==> src/rtl/weight_column_encoder.sv <==
// ---------------------------------------------------------------------------
// weight_column_encoder
//   Producer side of the vertical-bit MAC datapath. Latches one vector of
//   VEC_LENGTH signed weights and walks its bit columns LSB first. Each column
//   is described by a compact set of lane selects so the MAC array only has to
//   visit the marked positions.
//
// Ports
//   clk           clock
//   reset         synchronous, active-high
//   w_valid       weight vector valid
//   w_ready       encoder can accept a vector this cycle
//   w_in          VEC_LENGTH signed weights, w_in[i] is weight i
//   col_valid     column control valid (MAC enable)
//   col_ready     MAC consumes the column this cycle
//   act_sel       lane j selects activation index j + act_sel[j] (0..4)
//   act_val       lane j valid
//   is_skip_zero  1: lanes mark set bits, 0: lanes mark clear bits
//   is_msb        current column is the sign column
//   column_idx    current bit column
//   load_accum    first strobe of a vector (MAC restarts accumulation)
//   col_last      final strobe of the current vector
// ---------------------------------------------------------------------------
module weight_column_encoder #(
  parameter int DATA_WIDTH    = 8,
  parameter int VEC_LENGTH    = 8,
  parameter int MUX_SEL_WIDTH = 3,
  parameter bit SKIP_ZERO_COL = 1'b1
) (
  input  logic                                       clk,
  input  logic                                       reset,
  input  logic                                       w_valid,
  output logic                                       w_ready,
  input  logic [VEC_LENGTH-1:0][DATA_WIDTH-1:0]      w_in,
  output logic                                       col_valid,
  input  logic                                       col_ready,
  output logic [3:0][MUX_SEL_WIDTH-1:0]              act_sel,
  output logic [3:0]                                 act_val,
  output logic                                       is_skip_zero,
  output logic                                       is_msb,
  output logic [$clog2(DATA_WIDTH)-1:0]              column_idx,
  output logic                                       load_accum,
  output logic                                       col_last
);

  localparam int COL_W = $clog2(DATA_WIDTH);

  typedef logic [VEC_LENGTH-1:0][DATA_WIDTH-1:0] vec_t;

  typedef enum logic {
    IDLE,
    RUN
  } state_t;

  typedef struct packed {
    logic [3:0][MUX_SEL_WIDTH-1:0] sel;
    logic [3:0]                    val;
    logic                          skip_zero;
  } lanes_t;

  // Gather bit c of every weight into one column word (bit v = weight v).
  function automatic logic [VEC_LENGTH-1:0] column_bits(input vec_t w,
                                                        input logic [COL_W-1:0] c);
    logic [VEC_LENGTH-1:0] bits;
    bits = '0;
    for (int v = 0; v < VEC_LENGTH; v++) begin
      bits[v] = w[v][c];
    end
    return bits;
  endfunction

  // Set of columns that will produce a strobe. An all-zero vector still
  // needs one strobe so the MAC sees load_accum/col_last; the sign column
  // carries it.
  function automatic logic [DATA_WIDTH-1:0] emit_mask(input vec_t w);
    logic [DATA_WIDTH-1:0] nz;
    nz = '0;
    for (int c = 0; c < DATA_WIDTH; c++) begin
      nz[c] = |column_bits(w, COL_W'(c));
    end
    if (!SKIP_ZERO_COL) begin
      return '1;
    end else if (nz == '0) begin
      return DATA_WIDTH'(1) << (DATA_WIDTH - 1);
    end else begin
      return nz;
    end
  endfunction

  function automatic logic [COL_W-1:0] lowest_column(input logic [DATA_WIDTH-1:0] mask);
    logic [COL_W-1:0] idx;
    idx = '0;
    for (int c = DATA_WIDTH - 1; c >= 0; c--) begin
      if (mask[c]) idx = COL_W'(c);
    end
    return idx;
  endfunction

  // Mark the minority bit value (at most 4 positions) and pack the marked
  // positions onto the 4 lanes. The i-th marked position goes to the lowest
  // lane that is both after the previous lane and within reach of the 5:1 mux.
  function automatic lanes_t encode_column(input logic [VEC_LENGTH-1:0] bits);
    lanes_t                r;
    logic [VEC_LENGTH-1:0] marks;
    int                    i;
    int                    lane;
    logic [1:0]            lane_idx;
    r           = '0;
    r.skip_zero = ($countones(bits) <= 4);
    marks       = r.skip_zero ? bits : ~bits;
    i           = 0;
    for (int p = 0; p < VEC_LENGTH; p++) begin
      if (marks[p]) begin
        lane = (p - 4 > i) ? p - 4 : i;
        if (lane < 4) begin
          lane_idx          = 2'(lane);
          r.sel[lane_idx]   = MUX_SEL_WIDTH'(p - lane);
          r.val[lane_idx]   = 1'b1;
        end
        i++;
      end
    end
    return r;
  endfunction

  state_t                        state, state_next;
  vec_t                          weights, weights_next;
  logic [DATA_WIDTH-1:0]         remaining, remaining_next;
  logic                          col_valid_next;
  logic [3:0][MUX_SEL_WIDTH-1:0] act_sel_next;
  logic [3:0]                    act_val_next;
  logic                          is_skip_zero_next;
  logic                          is_msb_next;
  logic [COL_W-1:0]              column_idx_next;
  logic                          load_accum_next;
  logic                          col_last_next;

  logic                          fire;
  logic                          start;
  logic                          advance;
  vec_t                          src;
  logic [DATA_WIDTH-1:0]         mask;
  logic [DATA_WIDTH-1:0]         mask_left;
  logic [COL_W-1:0]              cur;
  lanes_t                        enc;

  // State and registered column outputs.
  always_ff @(posedge clk) begin
    if (reset) begin
      state        <= IDLE;
      weights      <= '0;
      remaining    <= '0;
      col_valid    <= 1'b0;
      act_sel      <= '0;
      act_val      <= '0;
      is_skip_zero <= 1'b0;
      is_msb       <= 1'b0;
      column_idx   <= '0;
      load_accum   <= 1'b0;
      col_last     <= 1'b0;
    end else begin
      state        <= state_next;
      weights      <= weights_next;
      remaining    <= remaining_next;
      col_valid    <= col_valid_next;
      act_sel      <= act_sel_next;
      act_val      <= act_val_next;
      is_skip_zero <= is_skip_zero_next;
      is_msb       <= is_msb_next;
      column_idx   <= column_idx_next;
      load_accum   <= load_accum_next;
      col_last     <= col_last_next;
    end
  end

  // Next-state and next-column computation. 'remaining' holds the columns
  // still owed after the one currently on the outputs, so col_last is known
  // when a column is loaded and the final handshake can accept a new vector.
  always_comb begin
    state_next        = state;
    weights_next      = weights;
    remaining_next    = remaining;
    col_valid_next    = col_valid;
    act_sel_next      = act_sel;
    act_val_next      = act_val;
    is_skip_zero_next = is_skip_zero;
    is_msb_next       = is_msb;
    column_idx_next   = column_idx;
    load_accum_next   = load_accum;
    col_last_next     = col_last;
    w_ready           = 1'b0;
    start             = 1'b0;
    advance           = 1'b0;
    fire              = col_valid & col_ready;

    case (state)
      IDLE: begin
        w_ready = 1'b1;
        start   = w_valid;
      end
      RUN: begin
        if (fire) begin
          if (remaining != '0) begin
            advance = 1'b1;
          end else begin
            w_ready = 1'b1;
            start   = w_valid;
            if (!w_valid) begin
              state_next        = IDLE;
              col_valid_next    = 1'b0;
              act_sel_next      = '0;
              act_val_next      = '0;
              is_skip_zero_next = 1'b0;
              is_msb_next       = 1'b0;
              column_idx_next   = '0;
              load_accum_next   = 1'b0;
              col_last_next     = 1'b0;
            end
          end
        end
      end
      default: state_next = IDLE;
    endcase

    src       = start ? w_in : weights;
    mask      = start ? emit_mask(w_in) : remaining;
    cur       = lowest_column(mask);
    mask_left = mask & ~(DATA_WIDTH'(1) << cur);
    enc       = encode_column(column_bits(src, cur));

    if (start || advance) begin
      state_next        = RUN;
      weights_next      = src;
      remaining_next    = mask_left;
      col_valid_next    = 1'b1;
      act_sel_next      = enc.sel;
      act_val_next      = enc.val;
      is_skip_zero_next = enc.skip_zero;
      is_msb_next       = (cur == COL_W'(DATA_WIDTH - 1));
      column_idx_next   = cur;
      load_accum_next   = start;
      col_last_next     = (mask_left == '0);
    end
  end

endmodule
==> config.mk <==
export PLATFORM = sky130hd
export DESIGN_NAME = weight_column_encoder
export DESIGN_NICKNAME = d
export VERILOG_FILES = /design/src/rtl/weight_column_encoder.sv
export SDC_FILE = /design/constraint.sdc
export NUM_CORES = 1
export LEC_CHECK = 0
export CAP_MARGIN = 20
export CORE_MARGIN = 4
export CORE_UTILIZATION = 33
export CTS_CLUSTER_SIZE = 28
export DETAILED_ROUTE_END_ITERATION = 8
export SLEW_MARGIN = 15
export SYNTH_ARGS = -nofsm -noshare
export SYNTH_HDL_FRONTEND = slang
export SYNTH_SLANG_ARGS = --single-unit
==> constraint.sdc <==
create_clock -name clk -period 28.6 [get_ports clk]
set_input_delay 4.29 -clock clk [delete_from_list [all_inputs] [get_ports clk]]
set_output_delay 4.29 -clock clk [all_outputs]
set_load 0.05 [all_outputs]
==> results.toml, run 1 <==
[finish]
layout.cells.most_common = "nand2_1"
drive_gt1_share_pct = 8.98
n_antenna_cell = 0
multiInputGateArea_sq_um = 4240
final_net_count = 941
stdcell_count = 1117
seq_area_sq_um = 1940
nFillCells = 1931
syn_to_final_growth_pct = 22.0
final_cell_mix = "nand2_1 (111), dfxtp_1 (97), clkdlybuf4s50_1 (91), nor2_1 (88), mux2i_1 (61)"

[floorplanning]
coreArea_sq_um = 19000
fp.dieH_um = 148
dieArea_sq_um = 21800
initial_core_util_pct = 33.9
die_w_um = 148
rows = 50
ios = 93

[synth]
ys_seq_area_share_pct = 30.2
synth_fp_nets = 870
ys.flop_type = "dfxtp_1"
yosysUniqueCellTypes = 92
netlist_area_sq_um = 6430
synth_edf_count = 0
synthCells = 781
synth_warnings = 0
async_reset_ff_share_pct = 0
syn_avg_cell_area_sq_um = 8.23
ys_ff_latch = 97

[global_routing]
grt_max_degree = 85
grt_overflow = 0
grt_antenna_before_repair = 0
grt_util_all_layers_pct = 19.5
grt_first_pass_wirelength_um = 33800
grt_pass1_vias = 5914

[clock_tree]
cts_setup_buffers = 0
cts_root_buf = "clkbuf_16"
hold_buffers = 0
ctsResizeCount = 0
cts_made_buffers = 9
clk_latency_ns = 0.36
cts_tree = "built"
path_clk_slew_ns = 0.07
cts_sinks = 97
clockBufferDepth = 2
htreeDepth = 3

[sta]
min_period_ns = 15.11
setup_ws_ns = 13.49
holdWs_ns = 0.446
rsz0062_at_grt = "false"
setup_viol = 0
slew_viol_final = 0
finalHoldViolCount = 0
fmax_ghz = 0.0662
fin_skew_ns = 0.0105
min_period_over_period_pct = 52.8
tightest_slew_ns = 1.06
setup_tns_ns = 0
max_slew_margin_pct = 28.4

[placed_design]
place_inst = 1100
globalplace.congestion = 1.01
dp_worst_setup_slack_ns = 13.23
numPortBuffers = 92
hpwlAfterDp_um = 16600

[drt]
vias = 6242
ant_nets = 0
finalWirelength_um = 21500
met3_wirelength_um = 1360
drc_errors = 0
route.met2.wl_um = 9640
drt-met1-wl_um = 10100
highest_layer = "met4"
post_drt_wl_per_cell_um = 19.3
drtIter0Drc = 582
first_pass_iters = 5
drt-vias-per-instance = 5.59

[setup_path]
path_class = "primary input to register"
crit_arrival_ns = 15.40
startpoint_type = "primary input"
end_kind = "register"
crit_required_ns = 28.89
slowest_stage = "o22ai_1"
crit_path_max_fanout = 53
cpPeakStageDelay_ns = 0.72

[min_path]
holdCritPathClass = "register to register"

[status]
status = "finished clean"

[job]
drv_cap = 0
per-layer routing:
layer / global-route usage, % / vias to the layer above
met2: 30.2 / 237
met4: 5.59 / 0
li1: - / 2993
met1: 27.8 / 2982
met5: 0 / -
met3: 3.16 / 30
kinds of logic after synthesis:
kind of cell,after synthesis,synth area share (%)
muxes,68,10.7
buffers and inverters,59,4.26
AOI/OAI and AO/OA,189,22.5
and+or+nand+nor,328,24.9
DFF,97,30.2
xor gates and xnor gates,17,2.53
adders and majority gates,23,4.89
sequential cells by signal, indices dropped and copies added, names as in the netlist:
signal        flops
act_sel          12
act_val           4
col_last          1
col_valid         1
column_idx        3
is_msb            1
is_skip_zero      1
load_accum        1
remaining         8
state             1
weights          64
critical path: cells and delay by family:
family | cells | cell delay (ns)
and+or+nand+nor | 9 | 1.92
AOI/OAI and AO/OA | 8 | 3.21
muxes | 3 | 0.80
xor gates and xnor gates | 2 | 0.58
adders and majority gates | 8 | 3.10
buffers and inverters | 5 | 1.44
per-stage QoR:
step	util (%)	area (sq um)
2_1_floorplan	-	6430
3_3_place_gp	39.8	7540
3_5_place_dp	39.8	7540
4_1_cts	41.3	7840
5_1_grt	41.4	7840
6_report	41.4	7840
cell usage after synthesis, types with 4 or more instances:
| cell | count | share of area, % |
|---|---|---|
| buf_2 | 6 | 0.47 |
| o211ai_1 | 9 | 1.1 |
| or2_2 | 5 | 0.49 |
| mux2_2 | 7 | 1.2 |
| a31oi_1 | 7 | 0.68 |
| a32oi_1 | 4 | 0.54 |
| xnor2_1 | 13 | 1.8 |
| mux2i_1 | 61 | 9.5 |
| clkbuf_1 | 21 | 1.2 |
| nor3_1 | 15 | 1.2 |
| or3_1 | 6 | 0.58 |
| and2_1 | 11 | 1.1 |
| a22o_1 | 9 | 1.2 |
| a21oi_1 | 51 | 4.0 |
| fa_1 | 4 | 1.2 |
| nand4_1 | 6 | 0.58 |
| nor2b_1 | 4 | 0.39 |
| o21ai_1 | 5 | 0.39 |
| a21boi_0 | 4 | 0.47 |
| nand2b_1 | 8 | 0.78 |
| buf_4 | 6 | 0.70 |
| a211oi_1 | 7 | 0.82 |
| or4_1 | 6 | 0.70 |
| ha_1 | 17 | 3.3 |
| nor2_1 | 88 | 5.1 |
| nor4_1 | 12 | 1.2 |
| o22ai_1 | 7 | 0.68 |
| inv_1 | 19 | 1.1 |
| nand3_1 | 28 | 2.2 |
| and3_1 | 5 | 0.49 |
| nand2_1 | 111 | 6.5 |
| dfxtp_1 | 97 | 30 |
| o21ai_0 | 21 | 1.6 |
| a22oi_1 | 9 | 1.1 |
| a311oi_1 | 5 | 0.68 |
path summary, 6_finish.rpt:
kind                                   start    endpoint  slack [ns]  cells past startpoint
worst min register to register    act_val[1]  act_val[1]        0.45                      2
worst max register to register  remaining[4]  act_sel[2]       17.33                     34
worst max-delay path                 w_valid  act_sel[2]       13.49                     35
worst min-delay path              act_val[1]  act_val[1]        0.45                      2
area by class of cell:
class | count | share of cell area, %
clock buffer | 9 | 2.87
timing repair buffer | 98 | 12.2
tap | 260 | 4.15
clock inverter | 7 | 0.894
sequential | 97 | 24.8
multi-input combinational | 625 | 54.0
inverter | 21 | 1.05
Power of run 1 is not shown: default switching activity piles up to over one toggle a cycle in this logic, so the estimate is an artifact.
==> run 2: changes to the inputs <==
- clock period: 28.6 -> 15.3 ns (I/O delays scaled with it)
==> run 2 against run 1 <==
Compared with the run above:
- register-to-register slack worse by 13 ns
- via count is 1.2% lower
- clock skew is 0.0070 ns higher
- worst hold slack improved by 0.00089 ns
- sequential cell count unchanged
- critical path type unchanged
==> results.toml, run 2 (synthesis gave the netlist of run 1 again) <==
[finish]
final_util_pct = 41.5
n_antenna_cell = 0
final_cell_mix = "nand2_1 (111), dfxtp_1 (97), clkdlybuf4s50_1 (91), nor2_1 (88), mux2i_1 (61)"
top_regs = "weights: 64 flops, act_sel: 12 flops, remaining: 8 flops"
largest_reg_flops = 64
final_net_count = 941
drive_gt1_share_pct = 8.98
nFillCells = 1909
max_flop_register = "weights"
stdcell_count = 1117
layout.cells.most_common = "nand2_1"
syn_to_final_growth_pct = 22.4

[sta]
setup_viol = 0
fmax_ghz = 0.0781
rsz0062_at_grt = "false"
tightest_slew_ns = 1.03
fin_skew_ns = 0.0176
min_period_over_period_pct = 83.7
max_slew_margin_pct = 29.7
setup_tns_ns = 0
finalHoldViolCount = 0
min_period_ns = 12.81
slew_viol_final = 0

[clock_tree]
hold_buffers = 0
clk_latency_ns = 0.37
cts_setup_buffers = 0
clockBufferDepth = 2
cts_root_buf = "clkbuf_16"
path_clk_slew_ns = 0.07
ctsResizeCount = 0
cts_made_buffers = 9
cts_tree = "built"
htreeDepth = 3
cts_sinks = 97

[setup_path]
r2r_start = "remaining[1]"
critPathLaunch = "w_in[35]"
slowest_stage = "nor4_1"
end_kind = "register"
crit_required_ns = 15.60
crit_buf_inv = 4
startpoint_type = "primary input"
crit_path_max_fanout = 12
path_class = "primary input to register"
cpPeakStageDelay_ns = 0.84
path_delay_family = "simple AND/OR/NAND/NOR gates"
crit_arrival_ns = 13.10

[floorplanning]
rows = 50
fp.dieH_um = 148
initial_core_util_pct = 33.9
ios = 93
die_w_um = 148
dieArea_sq_um = 21800
coreArea_sq_um = 19000

[drt]
post_drt_wl_per_cell_um = 19.0
finalWirelength_um = 21200
drt-vias-per-instance = 5.52
vias = 6164
drc_errors = 0
drtIter0Drc = 582
first_pass_iters = 5
ant_nets = 0

[global_routing]
grt_first_pass_wirelength_um = 33200
grt_pass1_vias = 5865
top_usage_layer = "met2"
grt_util_met3_pct = 4.11
grt_max_degree = 85
met2_usage_pct = 29.2
grt_antenna_before_repair = 0
grt_overflow = 0
grt_util_all_layers_pct = 19.1
grt_use_met1_pct = 27.1

[placed_design]
globalplace.congestion = 0.953
numPortBuffers = 92
hpwlAfterDp_um = 16200
place_inst = 1099

[job]
drv_cap = 0

[min_path]
holdCritPathClass = "register to register"
hp-start = "act_val[1]"

[status]
status = "finished clean"
[run 2: path summary, 6_finish.rpt]
kind	endpoint	slack (ns)	cells past startpoint
worst min-delay path	act_val[1]	0.45	2
worst max register to register	act_sel[2]	4.48	33
worst max-delay path	act_sel[2]	2.49	34
worst min register to register	act_val[1]	0.45	2
[run 2: worst reg2reg max path: cells and delay by family (launching register included)]
| kind | cells | cell delay, ns |
|---|---|---|
| flops | 1 | 0.43 |
| xor+xnor | 2 | 0.55 |
| fa+ha+maj | 8 | 3.09 |
| buf+inv | 3 | 0.26 |
| compound gates | 9 | 3.31 |
| mux | 2 | 1.06 |
| simple gates | 9 | 2.05 |
[run 2: layer usage]
| metal | part of all wire, % | vias up | routed length, um |
|---|---|---|---|
| met1 | 46 | 2906 | 9740 |
| met4 | 2.0 | 0 | 426 |
| met3 | 8.0 | 32 | 1700 |
| met5 | 0 | - | 0 |
| li1 | - | 2986 | - |
| met2 | 44 | 240 | 9370 |
[run 2: final cells by class]
cell class / count / area, sq um / share of cell area [%]
inverters: 21 / 82.6 / 1.05
flip-flops and latches: 97 / 1940 / 24.7
clock buffers: 9 / 225 / 2.86
clock inverters: 7 / 93.8 / 1.19
repair buffers: 98 / 961 / 12.2
well taps: 260 / 325 / 4.14
multi-input cells: 625 / 4240 / 53.9
[run 2: metrics by stage]
stage               instance area [sq um]  setup WS, ns  hold slack (ns)
floorplan                            6430          4.18            0.433
global placement                     7530          2.39            0.441
detailed placement                   7530          2.30            0.439
CTS                                  7850          2.66            0.449
global route                         7870          1.99            0.471
finish                               7870          2.49            0.447
Power of run 2 is left out for the same reason.
==> run 3: changes to the inputs <==
- clock period: 15.3 -> 13.3 ns (I/O delays scaled with it)
==> run 3 against run 2 <==
Compared with the run above:
- clock skew is 0.0077 ns lower
- sequential cell count stayed put
- global-route usage decreased by 0.089 points
- cell area grew 0.37%
- first-iteration DRC count is 6.0% higher
- critical path type unchanged
- critical path depth rose by 1
- utilization rose by 0.15 points
- sequential share of layout area is 0.090 points lower
- count of clock-buffer cells in the layout stayed put
- wire length shrank 0.51%
==> results.toml, run 3 (synthesis gave the netlist of run 1 again) <==
[clock_tree]
cts_root_buf = "clkbuf_16"
cts_setup_buffers = 0
path_clk_slew_ns = 0.07
htreeDepth = 3
clockBufferDepth = 2
hold_buffers = 0
cts_sinks = 97
cts_made_buffers = 9
clk_latency_ns = 0.36
cts_tree = "built"
ctsResizeCount = 0

[setup_path]
r2r_start = "remaining[4]"
crit_arrival_ns = 12.67
end_kind = "register"
startpoint_type = "primary input"
crit_required_ns = 13.60
critPathLaunch = "w_in[35]"
cp_common_cell = "nand2_1"
path_class = "primary input to register"
crit_path_max_fanout = 13
cpPeakStageDelay_ns = 0.74
slowest_stage = "nor4_1"

[global_routing]
grt_use_met1_pct = 26.9
top_usage_layer = "met2"
grt_overflow = 0
grt_max_degree = 85
grt_pass1_vias = 5783
grt_antenna_before_repair = 0
met2_usage_pct = 28.5
grt_util_all_layers_pct = 19.0
grt_first_pass_wirelength_um = 32700
grt_util_met3_pct = 4.38

[drt]
vias = 6161
finalWirelength_um = 21100
drc_errors = 0
drt-vias-per-instance = 5.50
ant_nets = 0
post_drt_wl_per_cell_um = 18.8
first_pass_iters = 5
drtIter0Drc = 617

[job]
drv_cap = 0

[placed_design]
placed_area_sq_um = 7570
dp_worst_setup_slack_ns = 0.658
numPortBuffers = 92
globalplace.congestion = 0.941
hpwlAfterDp_um = 16400

[floorplanning]
dieArea_sq_um = 21800
rows = 50
ios = 93
die_w_um = 148
initial_core_util_pct = 33.9
fp.dieH_um = 148
coreArea_sq_um = 19000

[finish]
drive_gt1_share_pct = 9.41
layout.cells.most_common = "nand2_1"
largest_reg_flops = 64
final_cell_mix = "nand2_1 (111), dfxtp_1 (97), clkdlybuf4s50_1 (91), nor2_1 (88), mux2i_1 (61)"
max_flop_register = "weights"
fin_area_sq_um = 7900
top_regs = "weights: 64 flops, act_sel: 12 flops, remaining: 8 flops"
final_net_count = 945
n_antenna_cell = 0
syn_to_final_growth_pct = 22.8

[min_path]
hp-start = "act_sel[0]"
holdCritPathClass = "register to register"

[sta]
setup_tns_ns = 0
max_slew_margin_pct = 32.9
tightest_slew_ns = 1.00
min_period_ns = 12.37
setup_viol = 0
fmax_ghz = 0.0808
min_period_over_period_pct = 93.0
finalHoldViolCount = 0
fin_skew_ns = 0.00984
slew_viol_final = 0
setup_ws_ns = 0.928
rsz0062_at_grt = "false"

[status]
status = "finished clean"
## run 3: cell count changes in the layout (fill, tap and decap cells not counted), sizes merged
cell	delta
buf	+4
clkinv	+1
clkinvlp	-1
## run 3: per-layer routing
metal  part of all wire, %  vias up
met5                     0        -
met4                   1.8        0
met3                   6.6       23
met2                    44      195
met1                    48     2955
li1                      -     2988
## run 3: final cells by class
cell class	count	area, sq um
clock inverters	7	95.1
inverters	21	82.6
well taps	260	325
repair buffers	102	988
multi-input cells	625	4240
flip-flops and latches	97	1940
clock buffers	9	225
fillers	1903	11100
## run 3: critical path: cells and delay by family
kind                     cells  cell delay, ns
AO/OA/AOI/OAI                7            2.44
multiplexers                 1            0.08
buffers and inverters        3            0.61
adder cells (fa/ha/maj)      8            2.99
AND/OR/NAND/NOR             14            4.02
XOR/XNOR                     2            0.52
## run 3: through the flow
step	utilization [%]	std cells	hold slack [ns]
after detailed placement	39.9	1104	0.437
after global placement	39.9	1104	0.437
after floorplan	-	781	0.433
after CTS	41.6	1120	0.448
after global routing	41.7	1121	0.476
final	41.7	1121	0.448
## run 3: worst paths after layout
kind,end,slack [ns],cells after the start
setup / recovery,act_sel[2],0.93,35
hold / removal,act_sel[0],0.45,2
setup reg to reg,act_sel[2],2.50,35
hold reg to reg,act_sel[0],0.45,2
Power of run 3 is left out for the same reason.
